File: src/rtl/lc3b_pkg.sv
// Shared LC-3b definitions: PCMUX encodings, fetch FSM states and the default reset PC.
package lc3b_pkg;

  localparam logic [1:0] PCMUX_PC2    = 2'b00;
  localparam logic [1:0] PCMUX_TARGET = 2'b01;
  localparam logic [1:0] PCMUX_TRAP   = 2'b10;

  localparam logic [15:0] DEFAULT_RESET_PC = 16'h0000;

  typedef enum logic [1:0] {
    FETCH_REQ  = 2'd0,
    FETCH_HELD = 2'd1,
    FETCH_DROP = 2'd2
  } fetch_state_e;

endpackage

File: src/rtl/fetch_stage_if.sv
// Instruction-memory request/ready handshake between the fetch stage and imem.
interface fetch_stage_if;
  logic        imem_req;
  logic [15:0] imem_addr;
  logic [15:0] imem_rdata;
  logic        imem_ready;

  modport master (output imem_req, imem_addr, input imem_rdata, imem_ready);
  modport slave  (input imem_req, imem_addr, output imem_rdata, imem_ready);
endinterface

File: src/rtl/fetch_pc_sel.sv
// Combinational next-PC selection: PC+2 adder and MEM-stage redirect mux.
module fetch_pc_sel
  import lc3b_pkg::*;
(
  input  logic [15:0] pc,
  input  logic [1:0]  mem_pcmux,
  input  logic [15:0] target_pc,
  input  logic [15:0] trap_pc,
  output logic [15:0] pc_plus2,
  output logic        redirect,
  output logic [15:0] redirect_pc
);

  // The reserved encoding 11 behaves like PC+2, i.e. no redirect.
  always_comb begin
    pc_plus2    = pc + 16'd2;
    redirect    = 1'b0;
    redirect_pc = pc_plus2;
    case (mem_pcmux)
      PCMUX_TARGET: begin
        redirect    = 1'b1;
        redirect_pc = {target_pc[15:1], 1'b0};
      end
      PCMUX_TRAP: begin
        redirect    = 1'b1;
        redirect_pc = {trap_pc[15:1], 1'b0};
      end
      default: ;
    endcase
  end

endmodule

File: src/rtl/fetch_stage.sv
// LC-3b fetch stage: PC, imem handshake, one-word holding buffer and DE latches.
// Optional performance counters are built when FETCH_PERF_CNT_EN is defined.
module fetch_stage
  import lc3b_pkg::*;
#(
  parameter logic [15:0] RESET_PC = DEFAULT_RESET_PC
) (
  input  logic               clk,
  input  logic               rst,
  fetch_stage_if.master      imem,
  input  logic               dep_stall,
  input  logic               mem_stall,
  input  logic               v_de_br_stall,
  input  logic               v_agex_br_stall,
  input  logic               v_mem_br_stall,
  input  logic [1:0]         mem_pcmux,
  input  logic [15:0]        target_pc,
  input  logic [15:0]        trap_pc,
  output logic [15:0]        de_npc,
  output logic [15:0]        de_ir,
  output logic               de_v,
  output logic [15:0]        perf_fetched,
  output logic [15:0]        perf_bubbles
);

  localparam logic [1:0] ST_REQ  = FETCH_REQ;
  localparam logic [1:0] ST_HELD = FETCH_HELD;
  localparam logic [1:0] ST_DROP = FETCH_DROP;

  logic [1:0]  state;
  logic [15:0] pc;
  logic [15:0] ibuf;
  logic [15:0] drop_addr;
  logic [15:0] pc_plus2;
  logic [15:0] redirect_pc;
  logic        redirect;
  logic        ld_de;
  logic        br_stall;
  logic        avail;
  logic        advance;
  logic [15:0] word;

  fetch_pc_sel u_pc_sel (
    .pc          (pc),
    .mem_pcmux   (mem_pcmux),
    .target_pc   (target_pc),
    .trap_pc     (trap_pc),
    .pc_plus2    (pc_plus2),
    .redirect    (redirect),
    .redirect_pc (redirect_pc)
  );

  assign ld_de    = ~(dep_stall | mem_stall);
  assign br_stall = v_de_br_stall | v_agex_br_stall | v_mem_br_stall;
  assign avail    = (state == ST_HELD) | ((state == ST_REQ) & imem.imem_ready);
  assign word     = (state == ST_HELD) ? ibuf : imem.imem_rdata;
  assign advance  = avail & ld_de & ~br_stall;

  // Request is suppressed while reset is held so nothing is issued before PC is valid.
  assign imem.imem_req  = ~rst & (state != ST_HELD);
  assign imem.imem_addr = (state == ST_DROP) ? drop_addr : pc;

  always_ff @(posedge clk or posedge rst) begin
    if (rst) begin
      state     <= ST_REQ;
      pc        <= RESET_PC;
      ibuf      <= 16'h0000;
      drop_addr <= 16'h0000;
      de_v      <= 1'b0;
      de_ir     <= 16'h0000;
      de_npc    <= 16'h0000;
    end else if (redirect) begin
      pc <= redirect_pc;
      // An unanswered request must still be retired before the target is fetched.
      if (state == ST_DROP) begin
        state <= ST_DROP;
      end else if ((state == ST_REQ) && !imem.imem_ready) begin
        drop_addr <= pc;
        state     <= ST_DROP;
      end else begin
        state <= ST_REQ;
      end
      if (ld_de) de_v <= 1'b0;
    end else if (advance) begin
      de_ir  <= word;
      de_npc <= pc_plus2;
      de_v   <= 1'b1;
      pc     <= pc_plus2;
      state  <= ST_REQ;
    end else if (avail) begin
      if (state == ST_REQ) ibuf <= imem.imem_rdata;
      state <= ST_HELD;
      if (ld_de) de_v <= 1'b0;
    end else begin
      if ((state == ST_DROP) && imem.imem_ready) state <= ST_REQ;
      if (ld_de) de_v <= 1'b0;
    end
  end

`ifdef FETCH_PERF_CNT_EN
  logic [15:0] fetched_cnt;
  logic [15:0] bubbles_cnt;
  logic        load_valid;

  assign load_valid = advance & ~redirect;

  // Every DE load counts as either a useful fetch or a bubble, saturating at all-ones.
  always_ff @(posedge clk or posedge rst) begin
    if (rst) begin
      fetched_cnt <= 16'h0000;
      bubbles_cnt <= 16'h0000;
    end else if (ld_de) begin
      if (load_valid) begin
        if (fetched_cnt != 16'hFFFF) fetched_cnt <= fetched_cnt + 16'd1;
      end else begin
        if (bubbles_cnt != 16'hFFFF) bubbles_cnt <= bubbles_cnt + 16'd1;
      end
    end
  end

  assign perf_fetched = fetched_cnt;
  assign perf_bubbles = bubbles_cnt;
`else
  assign perf_fetched = 16'h0000;
  assign perf_bubbles = 16'h0000;
`endif

endmodule
File: src/flat_wrapper.sv
// flat-port wrapper written by rule: the top's interface ports become plain ports
module fetch_stage_flat import lc3b_pkg::*;
#(
  parameter logic [15:0] RESET_PC = DEFAULT_RESET_PC
)
  (clk, rst, dep_stall, mem_stall, v_de_br_stall, v_agex_br_stall, v_mem_br_stall, mem_pcmux, target_pc, trap_pc, de_npc, de_ir, de_v, perf_fetched, perf_bubbles, imem_imem_req, imem_imem_addr, imem_imem_rdata, imem_imem_ready);
  fetch_stage_if imem_i ();
  input  logic clk;
  input  logic rst;
  input  logic dep_stall;
  input  logic mem_stall;
  input  logic v_de_br_stall;
  input  logic v_agex_br_stall;
  input  logic v_mem_br_stall;
  input  logic [1:0] mem_pcmux;
  input  logic [15:0] target_pc;
  input  logic [15:0] trap_pc;
  output logic [15:0] de_npc;
  output logic [15:0] de_ir;
  output logic de_v;
  output logic [15:0] perf_fetched;
  output logic [15:0] perf_bubbles;
  output wire logic [$bits(imem_i.imem_req)-1:0] imem_imem_req;
  output wire logic [$bits(imem_i.imem_addr)-1:0] imem_imem_addr;
  input wire logic [$bits(imem_i.imem_rdata)-1:0] imem_imem_rdata;
  input wire logic [$bits(imem_i.imem_ready)-1:0] imem_imem_ready;
  assign imem_imem_req = imem_i.imem_req;
  assign imem_imem_addr = imem_i.imem_addr;
  assign imem_i.imem_rdata = imem_imem_rdata;
  assign imem_i.imem_ready = imem_imem_ready;
  fetch_stage #(.RESET_PC(RESET_PC)) u_core (.clk(clk), .rst(rst), .imem(imem_i), .dep_stall(dep_stall), .mem_stall(mem_stall), .v_de_br_stall(v_de_br_stall), .v_agex_br_stall(v_agex_br_stall), .v_mem_br_stall(v_mem_br_stall), .mem_pcmux(mem_pcmux), .target_pc(target_pc), .trap_pc(trap_pc), .de_npc(de_npc), .de_ir(de_ir), .de_v(de_v), .perf_fetched(perf_fetched), .perf_bubbles(perf_bubbles));
endmodule
File: config.mk
export PLATFORM = sky130hd
export DESIGN_NAME = fetch_stage_flat
export DESIGN_NICKNAME = d
export VERILOG_FILES = /design/src/rtl/lc3b_pkg.sv /design/src/rtl/fetch_stage_if.sv /design/src/rtl/fetch_pc_sel.sv /design/src/rtl/fetch_stage.sv /design/src/flat_wrapper.sv
export SDC_FILE = /design/constraint.sdc
export NUM_CORES = 1
export LEC_CHECK = 0
export ABC_AREA = 1
export CAP_MARGIN = 20
export CORE_MARGIN = 3
export CORE_UTILIZATION = 50
export DETAILED_ROUTE_END_ITERATION = 16
export GPL_ROUTABILITY_DRIVEN = 0
export HOLD_SLACK_MARGIN = 0.05
export PLACE_DENSITY = 0.83
export SLEW_MARGIN = 10
export SYNTH_ARGS = -nofsm -noshare
export SYNTH_HDL_FRONTEND = slang
export SYNTH_SLANG_ARGS = --single-unit
File: constraint.sdc
create_clock -name clk -period 6.4 [get_ports clk]
set_input_delay 1.6 -clock clk [delete_from_list [all_inputs] [get_ports clk]]
set_output_delay 1.6 -clock clk [all_outputs]
set_load 0.03 [all_outputs]
==> results of run 1 <==
power by group through the flow:
stage / Clock, W / Sequential (W) / Combinational, W
final: 0.000403 / 0.000699 / 0.000583
after global routing: 0.000421 / 0.000714 / 0.000639
after CTS: 0.000403 / 0.000697 / 0.000585
after detailed placement: 0 / 0.000705 / 0.000580
after global placement: 0 / 0.000698 / 0.000567
after floorplan: 0 / 0.000752 / 0.000328
flip-flops by register name (all words and copies together), names as in the netlist:
| signal | cells |
|---|---|
| u_core.de_npc | 15 |
| u_core.pc | 15 |
| u_core.ibuf | 16 |
| u_core.drop_addr | 15 |
| u_core.de_ir | 16 |
| u_core.de_v | 1 |
| u_core.state | 2 |
worst reg2reg max path, stage by stage, from the launching register on:
cell and delay (ps):
sky130_fd_sc_hd__dfrtp_1 440, sky130_fd_sc_hd__inv_2 110, sky130_fd_sc_hd__o21ai_2 90, sky130_fd_sc_hd__nor3_4 560
sky130_fd_sc_hd__buf_4 360, sky130_fd_sc_hd__inv_2 290, sky130_fd_sc_hd__nand2_1 170, sky130_fd_sc_hd__nand2_1 70
routing by layer:
metal | part of all wire, % | vias to the layer above
met5 | 0 | -
met4 | 1.9 | 0
met3 | 7.2 | 18
met2 | 49 | 171
met1 | 42 | 1884
li1 | - | 1928
cell type report:
cell class | instances | share of cell area [%]
inverter | 40 | 2.76
multi-input combinational | 431 | 34.7
clock inverter | 6 | 1.54
tap | 105 | 2.41
sequential | 80 | 36.7
clock buffer | 9 | 2.27
timing repair buffer | 107 | 19.5
through the flow:
step	std cells	util, %
final	778	65.7
after global routing	778	65.7
after CTS	777	65.5
after detailed placement	762	63.0
after global placement	762	63.0
after floorplan	607	-
worst max path at each step:
| stage | startpoint | to | slack (ps) | cells past startpoint |
|---|---|---|---|---|
| floorplan | rst | u_core.de_ir[0] | 2750 | 1 |
| global placement | rst | imem_imem_req | 1960 | 3 |
| detailed placement | rst | imem_imem_req | 1960 | 3 |
| CTS | rst | imem_imem_req | 1960 | 3 |
| global route | rst | imem_imem_req | 1910 | 3 |
| finish | rst | imem_imem_req | 1970 | 3 |
synth_stat cells (3+ instances only):
master	number
sky130_fd_sc_hd__a21oi_1	15
sky130_fd_sc_hd__ha_1	3
sky130_fd_sc_hd__nand4_1	5
sky130_fd_sc_hd__inv_2	3
sky130_fd_sc_hd__buf_2	8
sky130_fd_sc_hd__dfrtp_1	80
sky130_fd_sc_hd__o21ai_0	20
sky130_fd_sc_hd__nand2_1	252
sky130_fd_sc_hd__clkbuf_1	8
sky130_fd_sc_hd__buf_4	39
sky130_fd_sc_hd__nor2_1	30
sky130_fd_sc_hd__a22o_1	15
sky130_fd_sc_hd__xor2_1	3
sky130_fd_sc_hd__inv_1	36
sky130_fd_sc_hd__nand3_1	47
cell families after synthesis:
group / after synthesis / synth area share [%]
AND/OR/NAND/NOR: 339 / 32.1
other: 1 / 0.0873
AO/OA/AOI/OAI: 52 / 7.49
adder cells (fa/ha/maj): 3 / 0.874
buffers and inverters: 96 / 12.2
XOR/XNOR: 3 / 0.612
flip-flops: 80 / 46.6
==> results.yml, run 1 <==
run_status:
  status: "finished clean"
cts:
  cts_hold_buffers: 0
  clock_path_buffers: 2
  worst_setup_hold_path_clk_slew_ps: 80
  cts-root-buf: "sky130_fd_sc_hd__clkbuf_8"
  post_cts_sizing: 0
  clock_tree_from_tritoncts: "built"
  insertion_delay_ps: 360
  numClockSinks: 80
  number_of_buffers_added_by_the_clock_tree_synthesis_step: 9
  post_cts_buffers: 0
  htree_num_levels: 3
die:
  floorplan.initialDensity_pct: 51.8
  rows: 33
  die_area_mm2: 0.00974
  vertical_die_dimension_um: 98.7
  fp.dieW_um: 98.7
  coreArea_mm2: 0.00830
  boundaryPins: 140
setup_path:
  timing.critical_path.max_delay_family: "buffers and inverters"
  worstSetupPathType: "primary input to primary output"
  reg2reg_from: "u_core.state[1]"
  worstRegToRegCells: 7
  cp_slowest_stage_delay_ps: 690
  critical_path.endpoint_type: "primary output"
  r2r_slack_ps: 4210
  critPathArrivalTime_ps: 2830
  worstSetupStartpointType: "primary input"
  cp_common_cell: "sky130_fd_sc_hd__clkdlybuf4s50_1"
  path_buf_inv: 2
  critical_path.cell_chain: "clkdlybuf4s50_1 -> nor2_1 -> clkdlybuf4s50_1"
  crit_fanout: 2
  crit_required_ps: 4800
  cp_slowest_cell: "sky130_fd_sc_hd__clkdlybuf4s50_1"
  critical_path.reg2reg.endpoint: "u_core.de_ir[10]"
timing:
  final_max_slew_viol_count: 0
  timing.max_slew.rel_slack_pct: 38.7
  fin_setup_tns_ps: 0
  worst_hold_slack_ps: 473
  finalSetupViolCount: 0
  maxClockFrequency_mhz: 226
  worst_clock_skew_ps: 11.5
  finalHoldViolations: 0
  crit_path_setup_slack_layout_ps: 1970
  fin_crit_ps: 4430
  post-route-period-util_pct: 69.3
  tightest_slew_ps: 917
  setup_repair_after_global_routing_missed_its_margin: "no"
grt:
  groute.usage.overall_pct: 22.4
  grt_use_met1_pct: 30.4
  grt_util_met3_pct: 4.32
  grt_antenna_before_repair: 0
  grt_max_degree: 49
  groute.layer.met2.usage_pct: 36.9
  grt-busiest-layer: "met2"
  grt.overflow.total: 0
  grt_first_pass_wirelength_um: 17900
  number_of_global_route_vias_before_repair: 3733
routing:
  vias: 4001
  firstDrtPassIters: 6
  initialDrtViolationCount: 337
  route.detailed.vias_per_inst: 5.14
  drt.antenna.violating_nets: 0
  detail_route.drc_violations: 0
  routed_wl_um: 10900
  post_drt_wl_per_cell_um: 14.0
synthesis:
  synth-seq-cells: 80
  postSynth.asyncResetShare_pct: 100
  synth_enable_flop_cells: 0
  synth_flop_type: "sky130_fd_sc_hd__dfrtp_1"
  syn_inst: 574
  yosysSeqAreaShare_pct: 46.6
  synth_area_per_cell_um2: 7.48
  yosys.area.top_type: "sky130_fd_sc_hd__dfrtp_1"
  cell_types_occupying_the_most_area_after_synthesis: "sky130_fd_sc_hd__dfrtp_1, sky130_fd_sc_hd__nand2_1, sky130_fd_sc_hd__buf_4, sky130_fd_sc_hd__nand3_1, sky130_fd_sc_hd__inv_1"
  syn-cell-area_mm2: 0.00430
  netlist-cell-type-count: 25
  ys_warn_count: 0
  netlist.area_leader.share_pct: 46.6
power:
  switchingPower_w: 0.000624
  pwr_density_cell_mw_per_mm2: 309
  sw_frac_of_total_pct: 37.0
  power_leakage_nw: 2.87
  share_comb_of_total_power_pct: 34.6
  internal_power_w: 0.00106
  peakVddDrop_v: 0.000107
  clock_power_share_pct: 23.9
  power.sequential.fraction_pct: 41.5
  power_w: 0.00169
cells_and_area:
  multi_input_comb_area_mm2: 0.00189
  num-fill-cells: 702
  n_antenna_cell: 0
  ff_latch_area_mm2: 0.00200
  final_common_cell: "sky130_fd_sc_hd__nand2_1"
  syn2layout_area_growth_pct: 26.9
  post_route_cells_drive_above_1_share_pct: 4.31
  layout_common_cells: "sky130_fd_sc_hd__nand2_1, sky130_fd_sc_hd__clkdlybuf4s50_1, sky130_fd_sc_hd__dfrtp_1, sky130_fd_sc_hd__nand3_1, sky130_fd_sc_hd__inv_1"
  fin_nets: 730
  final_area_mm2: 0.00545
place:
  buffer_ports.inserted: 103
  post-dp-hpwl_um: 7840
  postPlaceCellArea_mm2: 0.00523
  dpl_worst_slack_ps: 1960
job:
  drv.max_cap_violation_count: 0
worst_hold_path:
  hold_class: "register to register"
  hold_path.startpoint: "u_core.de_npc[2]"
  worst_hold_path.num_cells: 2
  worstHoldEndpoint: "u_core.de_npc[2]"
Power figures use the tool's default switching activity.
==> inputs of run 2 (changes only) <==
--- a/config.mk
+++ b/config.mk
@@ -8,11 +8,11 @@
 export ABC_AREA = 1
 export CAP_MARGIN = 20
 export CORE_MARGIN = 3
-export CORE_UTILIZATION = 50
+export CORE_UTILIZATION = 47
 export DETAILED_ROUTE_END_ITERATION = 16
 export GPL_ROUTABILITY_DRIVEN = 0
 export HOLD_SLACK_MARGIN = 0.05
-export PLACE_DENSITY = 0.83
+export PLACE_DENSITY = 0.78
 export SLEW_MARGIN = 10
 export SYNTH_ARGS = -nofsm -noshare
 export SYNTH_HDL_FRONTEND = slang
==> constraint.sdc (replaced) <==
create_clock -name clk -period 4.6 [get_ports clk]
set_input_delay 1.15 -clock clk [delete_from_list [all_inputs] [get_ports clk]]
set_output_delay 1.15 -clock clk [all_outputs]
set_load 0.03 [all_outputs]
==> results.yml, run 2 (same netlist as run 1, synthesis figures left out) <==
timing:
  final_max_slew_viol_count: 0
  fin_setup_tns_ps: 0
  finalHoldViolations: 0
  post-route-period-util_pct: 80.9
  setup_repair_after_global_routing_missed_its_margin: "no"
  worst_hold_slack_ps: 477
  timing.max_slew.rel_slack_pct: 40.1
  maxClockFrequency_mhz: 269
  finalSetupViolCount: 0
  worst_clock_skew_ps: 12.6
  fin_crit_ps: 3720
  tightest_slew_ps: 896
worst_hold_path:
  hold_path.startpoint: "u_core.de_npc[8]"
  worstHoldEndpoint: "u_core.de_npc[8]"
  hold_class: "register to register"
  worst_hold_path.num_cells: 2
die:
  rows: 34
  fp.dieW_um: 102
  boundaryPins: 140
  die_area_mm2: 0.0103
  floorplan.initialDensity_pct: 48.8
  vertical_die_dimension_um: 102
  coreArea_mm2: 0.00881
cts:
  cts_hold_buffers: 0
  numClockSinks: 80
  clock_path_buffers: 2
  post_cts_sizing: 0
  cts-root-buf: "sky130_fd_sc_hd__clkbuf_8"
  clock_tree_from_tritoncts: "built"
  insertion_delay_ps: 340
  number_of_buffers_added_by_the_clock_tree_synthesis_step: 9
  worst_setup_hold_path_clk_slew_ps: 70
  post_cts_buffers: 0
  htree_num_levels: 3
cells_and_area:
  reg.largest.list: "u_core.de_ir (16), u_core.ibuf (16)"
  final_area_mm2: 0.00548
  syn2layout_area_growth_pct: 27.6
  final_common_cell: "sky130_fd_sc_hd__nand2_1"
  n_antenna_cell: 0
  num-fill-cells: 782
  fin_nets: 732
  post_route_cells_drive_above_1_share_pct: 4.30
  layout_common_cells: "sky130_fd_sc_hd__nand2_1, sky130_fd_sc_hd__clkdlybuf4s50_1, sky130_fd_sc_hd__dfrtp_1, sky130_fd_sc_hd__nand3_1, sky130_fd_sc_hd__inv_1"
setup_path:
  worstSetupPathType: "register to primary output"
  crit_fanout: 30
  crit_required_ps: 3450
  r2r_slack_ps: 2690
  worstSetupStartpointType: "register"
  critical_path.endpoint_type: "primary output"
  critPathArrivalTime_ps: 2570
  worstRegToRegCells: 6
  critical_path.reg2reg.endpoint: "u_core.ibuf[14]"
  reg2reg_from: "u_core.state[0]"
routing:
  route.detailed.vias_per_inst: 4.93
  detail_route.drc_violations: 0
  vias: 3859
  drt.antenna.violating_nets: 0
  firstDrtPassIters: 5
  post_drt_wl_per_cell_um: 13.5
  routed_wl_um: 10500
  initialDrtViolationCount: 211
place:
  buffer_ports.inserted: 103
  post-dp-hpwl_um: 7600
  postPlaceCellArea_mm2: 0.00525
power:
  power_leakage_nw: 2.88
  pwr_density_cell_mw_per_mm2: 428
  peakVddDrop_v: 0.000161
job:
  drv.max_cap_violation_count: 0
run_status:
  status: "finished clean"
grt:
  grt_first_pass_wirelength_um: 17300
  groute.usage.overall_pct: 20.8
  number_of_global_route_vias_before_repair: 3722
  grt.overflow.total: 0
  grt_antenna_before_repair: 0
  grt_max_degree: 62
-- run 2: cell count changes in the layout (fill, tap and decap cells not counted) --
cell / previous run / this run
sky130_fd_sc_hd__buf_4: 3 / 5
sky130_fd_sc_hd__clkbuf_8: 9 / 10
sky130_fd_sc_hd__inv_6: 1 / 0
sky130_fd_sc_hd__buf_12: 0 / 1
sky130_fd_sc_hd__clkinvlp_4: 0 / 1
sky130_fd_sc_hd__clkinv_2: 3 / 1
sky130_fd_sc_hd__inv_2: 4 / 3
sky130_fd_sc_hd__clkbuf_1: 0 / 1
sky130_fd_sc_hd__buf_6: 1 / 0
-- run 2: per-layer routing --
metal / track usage (%) / part of all wire [%]
met5: 0 / 0
met1: 28.7 / 44
met2: 34.2 / 48
met3: 3.10 / 6.4
met4: 6.34 / 1.2
-- run 2: area by class of cell --
class | count | area [um^2] | share of cell area, %
tap | 108 | 135 | 2.47
sequential | 80 | 2000 | 36.5
timing repair buffer | 109 | 1090 | 19.9
clock buffer | 11 | 141 | 2.58
clock inverter | 3 | 67.6 | 1.23
multi-input combinational | 431 | 1890 | 34.6
inverter | 40 | 151 | 2.76
-- run 2: through the flow --
step / setup slack, ps / utilization, % / cells / total power [W]
floorplan: 1400 / - / 607 / 0.00150
global placement: 1080 / 59.6 / 767 / 0.00176
detailed placement: 1050 / 59.6 / 767 / 0.00179
CTS: 869 / 62.0 / 781 / 0.00235
global route: 642 / 62.2 / 782 / 0.00248
finish: 879 / 62.2 / 782 / 0.00234
-- run 2: worst max-delay path by stage --
stage                                from           endpoint  slack (ps)  depth (start not counted)
after floorplan                       rst    u_core.de_ir[0]        1400                          1
after global placement                rst      imem_imem_req        1080                          3
after detailed placement     mem_pcmux[0]     u_core.ibuf[2]        1050                          8
after CTS                 u_core.state[0]  imem_imem_addr[2]         870                          4
after global routing      u_core.state[0]  imem_imem_addr[2]         640                          4
final                     u_core.state[0]  imem_imem_addr[2]         880                          4
-- run 2: worst max-delay path: stages, from the launching register on --
cell and delay, ps:
sky130_fd_sc_hd__dfrtp_1 450, sky130_fd_sc_hd__inv_1 120, sky130_fd_sc_hd__nand2_1 510, sky130_fd_sc_hd__o21ai_0 420
sky130_fd_sc_hd__clkdlybuf4s50_1 730
-- run 2: report_power, final --
part / internal (W) / switching, W / total (W)
clock network: 0.000315 / 0.000250 / 0.000566
logic: 0.000313 / 0.000496 / 0.000808
registers: 0.000866 / 0.000103 / 0.000969
